<file path="src/rtl/stopwatch_ctrl.sv">
// Start/stop/lap sequencer for a 4-digit BCD counter.
// Prescaled count ticks, clear pulses, lap freeze and saturation at 9999.
module stopwatch_ctrl #(
    parameter int TICK_DIV = 100000,
    parameter int PS_W     = 17
) (
    input  logic       clk,
    input  logic       rst,
    input  logic       btn_ss,
    input  logic       btn_lr,
    input  logic [3:0] cnt_bcd1,
    input  logic [3:0] cnt_bcd2,
    input  logic [3:0] cnt_bcd3,
    input  logic [3:0] cnt_bcd4,
    output logic       cnt_en,
    output logic       cnt_clr,
    output logic [3:0] disp_bcd1,
    output logic [3:0] disp_bcd2,
    output logic [3:0] disp_bcd3,
    output logic [3:0] disp_bcd4,
    output logic [2:0] state,
    output logic       ovf
);

    typedef enum logic [2:0] {
        S_IDLE   = 3'd0,
        S_RUN    = 3'd1,
        S_LAP    = 3'd2,
        S_PAUSED = 3'd3,
        S_OVF    = 3'd4
    } state_t;

    localparam logic [PS_W-1:0] PS_TC = PS_W'(TICK_DIV - 1);

    state_t          cur;
    state_t          nxt;
    logic [PS_W-1:0] ps;
    logic [PS_W-1:0] ps_nxt;
    logic            ss_d;
    logic            lr_d;
    logic            ss_evt;
    logic            lr_evt;
    logic            running;
    logic            tick;
    logic            at_max;
    logic            ovf_tick;
    logic            en_nxt;
    logic            clr_nxt;
    logic            lap_load;
    logic [15:0]     cnt_val;
    logic [15:0]     lap;
    logic [15:0]     disp;

    assign cnt_val  = {cnt_bcd4, cnt_bcd3, cnt_bcd2, cnt_bcd1};
    assign ss_evt   = btn_ss & ~ss_d;
    assign lr_evt   = btn_lr & ~lr_d;
    assign running  = (cur == S_RUN) || (cur == S_LAP);
    assign tick     = running && (ps == PS_TC);
    assign at_max   = (cnt_val == 16'h9999);
    assign ovf_tick = tick & at_max;

    always_ff @(posedge clk or posedge rst) begin
        if (rst) begin
            cur <= S_IDLE;
        end else begin
            cur <= nxt;
        end
    end

    always_comb begin
        nxt = cur;
        unique case (cur)
            S_IDLE: begin
                if (ss_evt) nxt = S_RUN;
            end
            S_RUN: begin
                if (ovf_tick)    nxt = S_OVF;
                else if (ss_evt) nxt = S_PAUSED;
                else if (lr_evt) nxt = S_LAP;
            end
            S_LAP: begin
                if (ovf_tick)    nxt = S_OVF;
                else if (ss_evt) nxt = S_PAUSED;
                else if (lr_evt) nxt = S_RUN;
            end
            S_PAUSED: begin
                if (ss_evt)      nxt = S_RUN;
                else if (lr_evt) nxt = S_IDLE;
            end
            S_OVF: begin
                if (lr_evt && !ss_evt) nxt = S_IDLE;
            end
            default: nxt = S_IDLE;
        endcase
    end

    // A clear accompanies every lap/reset press outside RUN and LAP.
    always_comb begin
        en_nxt   = tick & ~at_max;
        clr_nxt  = 1'b0;
        lap_load = 1'b0;
        ps_nxt   = '0;
        unique case (cur)
            S_IDLE, S_PAUSED, S_OVF: begin
                clr_nxt = lr_evt & ~ss_evt;
            end
            S_RUN: begin
                lap_load = lr_evt & ~ss_evt & ~ovf_tick;
            end
            default: ;
        endcase
        if (running) begin
            ps_nxt = tick ? '0 : ps + 1'b1;
        end else if (cur == S_PAUSED) begin
            ps_nxt = ps;
        end
    end

    always_ff @(posedge clk or posedge rst) begin
        if (rst) begin
            ss_d    <= 1'b0;
            lr_d    <= 1'b0;
            ps      <= '0;
            cnt_en  <= 1'b0;
            cnt_clr <= 1'b0;
            lap     <= '0;
            disp    <= '0;
        end else begin
            ss_d    <= btn_ss;
            lr_d    <= btn_lr;
            ps      <= ps_nxt;
            cnt_en  <= en_nxt;
            cnt_clr <= clr_nxt;
            if (lap_load) lap <= cnt_val;
            disp    <= (cur == S_LAP) ? lap : cnt_val;
        end
    end

    assign disp_bcd1 = disp[3:0];
    assign disp_bcd2 = disp[7:4];
    assign disp_bcd3 = disp[11:8];
    assign disp_bcd4 = disp[15:12];
    assign state     = cur;
    assign ovf       = (cur == S_OVF);

endmodule

</file>
<file path="config.mk">
export PLATFORM = sky130hd
export DESIGN_NAME = stopwatch_ctrl
export DESIGN_NICKNAME = d
export VERILOG_FILES = /design/src/rtl/stopwatch_ctrl.sv
export SDC_FILE = /design/constraint.sdc
export NUM_CORES = 1
export LEC_CHECK = 0
export BUFFER_PORTS_ARGS = -buffer_cell sky130_fd_sc_hd__buf_4
export CAP_MARGIN = 20
export CORE_ASPECT_RATIO = 1.75
export CORE_UTILIZATION = 50
export CTS_BUF_LIST = sky130_fd_sc_hd__clkbuf_16
export DETAILED_ROUTE_END_ITERATION = 8
export PLACE_DENSITY = 0.81
export SYNTH_ARGS = -nofsm -noshare
export SYNTH_HDL_FRONTEND = slang
export SYNTH_SLANG_ARGS = --single-unit
</file>
<file path="constraint.sdc">
create_clock -name clk -period 2.2 [get_ports clk]
set_input_delay 0.44 -clock clk [delete_from_list [all_inputs] [get_ports clk]]
set_output_delay 0.44 -clock clk [all_outputs]
set_load 0.02 [all_outputs]
</file>
==> out/results.tsv <==
metric	value	unit
outcome	finished, final reports clean	
internal_power	2.23	mW
drc	0	
drt_iter0_drc	42	
powerDensity	1060	mW/mm²
holdCritPathClass	primary input to asynchronous set/reset pin	
portBuffers	41	
clockBufferDepth	2	
cts_tree	done	
ant_nets	0	
path_clk_slew	70	ps
postSynthCellCount	205	
nets	276	
preCtsSetupSlack	35.9	ps
leakage	1.44	nW
wl_met1	2010	µm
dr.pass1.iters	4	
overflow	0	
synth_ff_type	dfrtp_1	
initial_utilization	0.515	
fin_area	0.00310	mm²
postLayoutCoreUtil	0.628	
mostFrequentLayoutCell	dfrtp_1	
max_slew_margin	0.583	
p_switching	1.04	mW
synth_edf_count	0	
syn_area_per_cell	12.4	µm²
cts_setup_buffers	0	
fillerInstances	393	
gp_congestion	0.782	
worst_r2r_path_depth	5	
critical_path_class	flop to flop	
maxCapViolCount	0	
synth-seq-area-share	0.552	
grt_pass1_wl	8310	µm
setup_slack	44.4	ps
htreeDepth	2	
drive_gt1_frac	0.375	
synth-async-reset-ratio	1.00	
insertion_delay	290	ps
hold_viol	0	
synth_area	0.00254	mm²
p_sw_frac	0.319	
worstPathArrival	2340	ps
cp.required	2380	ps
layout_common_cells	dfrtp_1 (56), buf_4 (49), mux2_2 (20), nor2_1 (15), nand2_1 (13)	
cts.sinks	56	
syn_nets	226	
die_x	55.9	µm
synth_top_area_share	0.552	
postPlaceCellArea	0.00295	mm²
grt_pass1_vias	1759	
seq_power_share	0.449	
die_h	96.3	µm
comb_power_share	0.312	
routed_wl	5090	µm
coreArea	0.00493	mm²
cts_hold_buf	0	
r2r_slack	40	ps
clockRootBuffer	clkbuf_16	
crit-reg2reg-capture	lap[11]	
post_cts_resize_count	0	
worst_pin_slew	620	ps
yosys_warnings	0	
holdWs	187	ps
synth_cell_types	48	
synthTopCellsByArea	dfrtp_1 (55%), mux2_2 (8.9%), mux2_4 (5.9%), xor2_1 (2.4%), nor2_1 (2.2%)	
crit_start	ps[13]	
wl_per_cell	16.4	µm
reg2reg_from	ps[13]	
fin_skew	7.18	ps
crit_fanout	16	
end_kind	flop	
wl_met3	201	µm
die-area	0.00538	mm²
vias_per_cell	5.60	
ys_ff_latch	56	
post-route-period-util	0.980	
maxSlewViolCount	0	
hpwl	3620	µm
irDropWorstVdd	0.000870	V
cts_made_buffers	5	
min_period	2160	ps
grt_use_total	0.202	
antenna_found_initial	0	
setup_viol	0	
clock.fmax	464	MHz
rsz0062_at_grt	yes	
synthToLayoutAreaGrowth	22.1	%
synth_top_area_cell	dfrtp_1	
ios	42	
crit_path_end	lap[11]	
start_kind	flop	
wl_met2	2760	µm
pwr-share-clk	0.239	
row_count	34	
num_vias	1737	
routed.top_layer	met4	
grt_max_degree	35	
antennaDiodeCount	0	
kinds of logic (layout without fill, tap and decap cells):
logic type      Yosys count  count (layout)  share of synthesized area
compound gates           24              24                     0.0576
buf+inv                  11              62                     0.0241
mux                      33              33                      0.161
fa+ha+maj                 1               1                    0.00493
simple gates             71              71                      0.170
xor+xnor                  9               9                     0.0310
flops                    56              56                      0.552
cells in the mapped netlist (4+ instances only):
cell / number
nor2_1: 15
mux2_2: 20
dfrtp_1: 56
nand2_1: 13
nor4bb_1: 4
nand3_1: 6
inv_1: 4
mux2_4: 10
o21ai_0: 8
nand4_1: 4
xor2_1: 7
a21oi_1: 6
critical path: stages, from the launching register on:
cell     delay [ps]
dfrtp_1         420
or4_4           540
nor4_4          350
nand2_2         170
nand2_8         200
mux2_2          360
through the flow:
| stage | setup TNS [ps] | instances | total power, mW |
|---|---|---|---|
| after CTS | 0 | 310 | 3.30 |
| after floorplan | 0 | 205 | 2.15 |
| after global placement | 0 | 302 | 2.46 |
| after global routing | -51.1 | 310 | 3.43 |
| final | 0 | 310 | 3.28 |
| after detailed placement | 0 | 302 | 2.50 |
area by class of cell:
cell class,instances,area [µm²],area share
Clock inverter,3,17.5,0.00565
Timing Repair Buffer,50,388,0.125
Multi-Input combinational cell,138,1090,0.350
Clock buffer,5,125,0.0404
Inverter,4,15.0,0.00484
Sequential cell,56,1400,0.452
Tap cell,54,67.6,0.0218
metal layers:
metal / vias to the layer above / track usage
met5: - / 0
met4: 0 / 0.0935
met3: 11 / 0.0363
met2: 46 / 0.370
met1: 857 / 0.226
li1: 823 / -
sequential cells by signal (all words and copies together) (netlist names):
signal and flops:
lr_d 1, ps 17, lap 16, ss_d 1, cnt_clr 1, cnt_en 1, state 3, disp 16
power groups by stage:
stage | Sequential, mW | Combinational, mW | Clock [mW]
2_1_floorplan | 1.52 | 0.629 | 0
6_report | 1.47 | 1.02 | 0.782
3_3_place_gp | 1.47 | 0.993 | 0
5_1_grt | 1.50 | 1.11 | 0.825
4_1_cts | 1.47 | 1.03 | 0.799
3_5_place_dp | 1.47 | 1.03 | 0
worst min-delay path by stage:
stage	to	slack, ps	cells past startpoint
2_1_floorplan	lap[12]	460	1
3_3_place_gp	lap[13]	470	1
3_5_place_dp	lap[13]	480	1
4_1_cts	disp[1]	200	2
5_1_grt	disp[2]	230	2
6_report	cnt_en	190	2
Note: power is estimated with default switching activity, not from simulation.
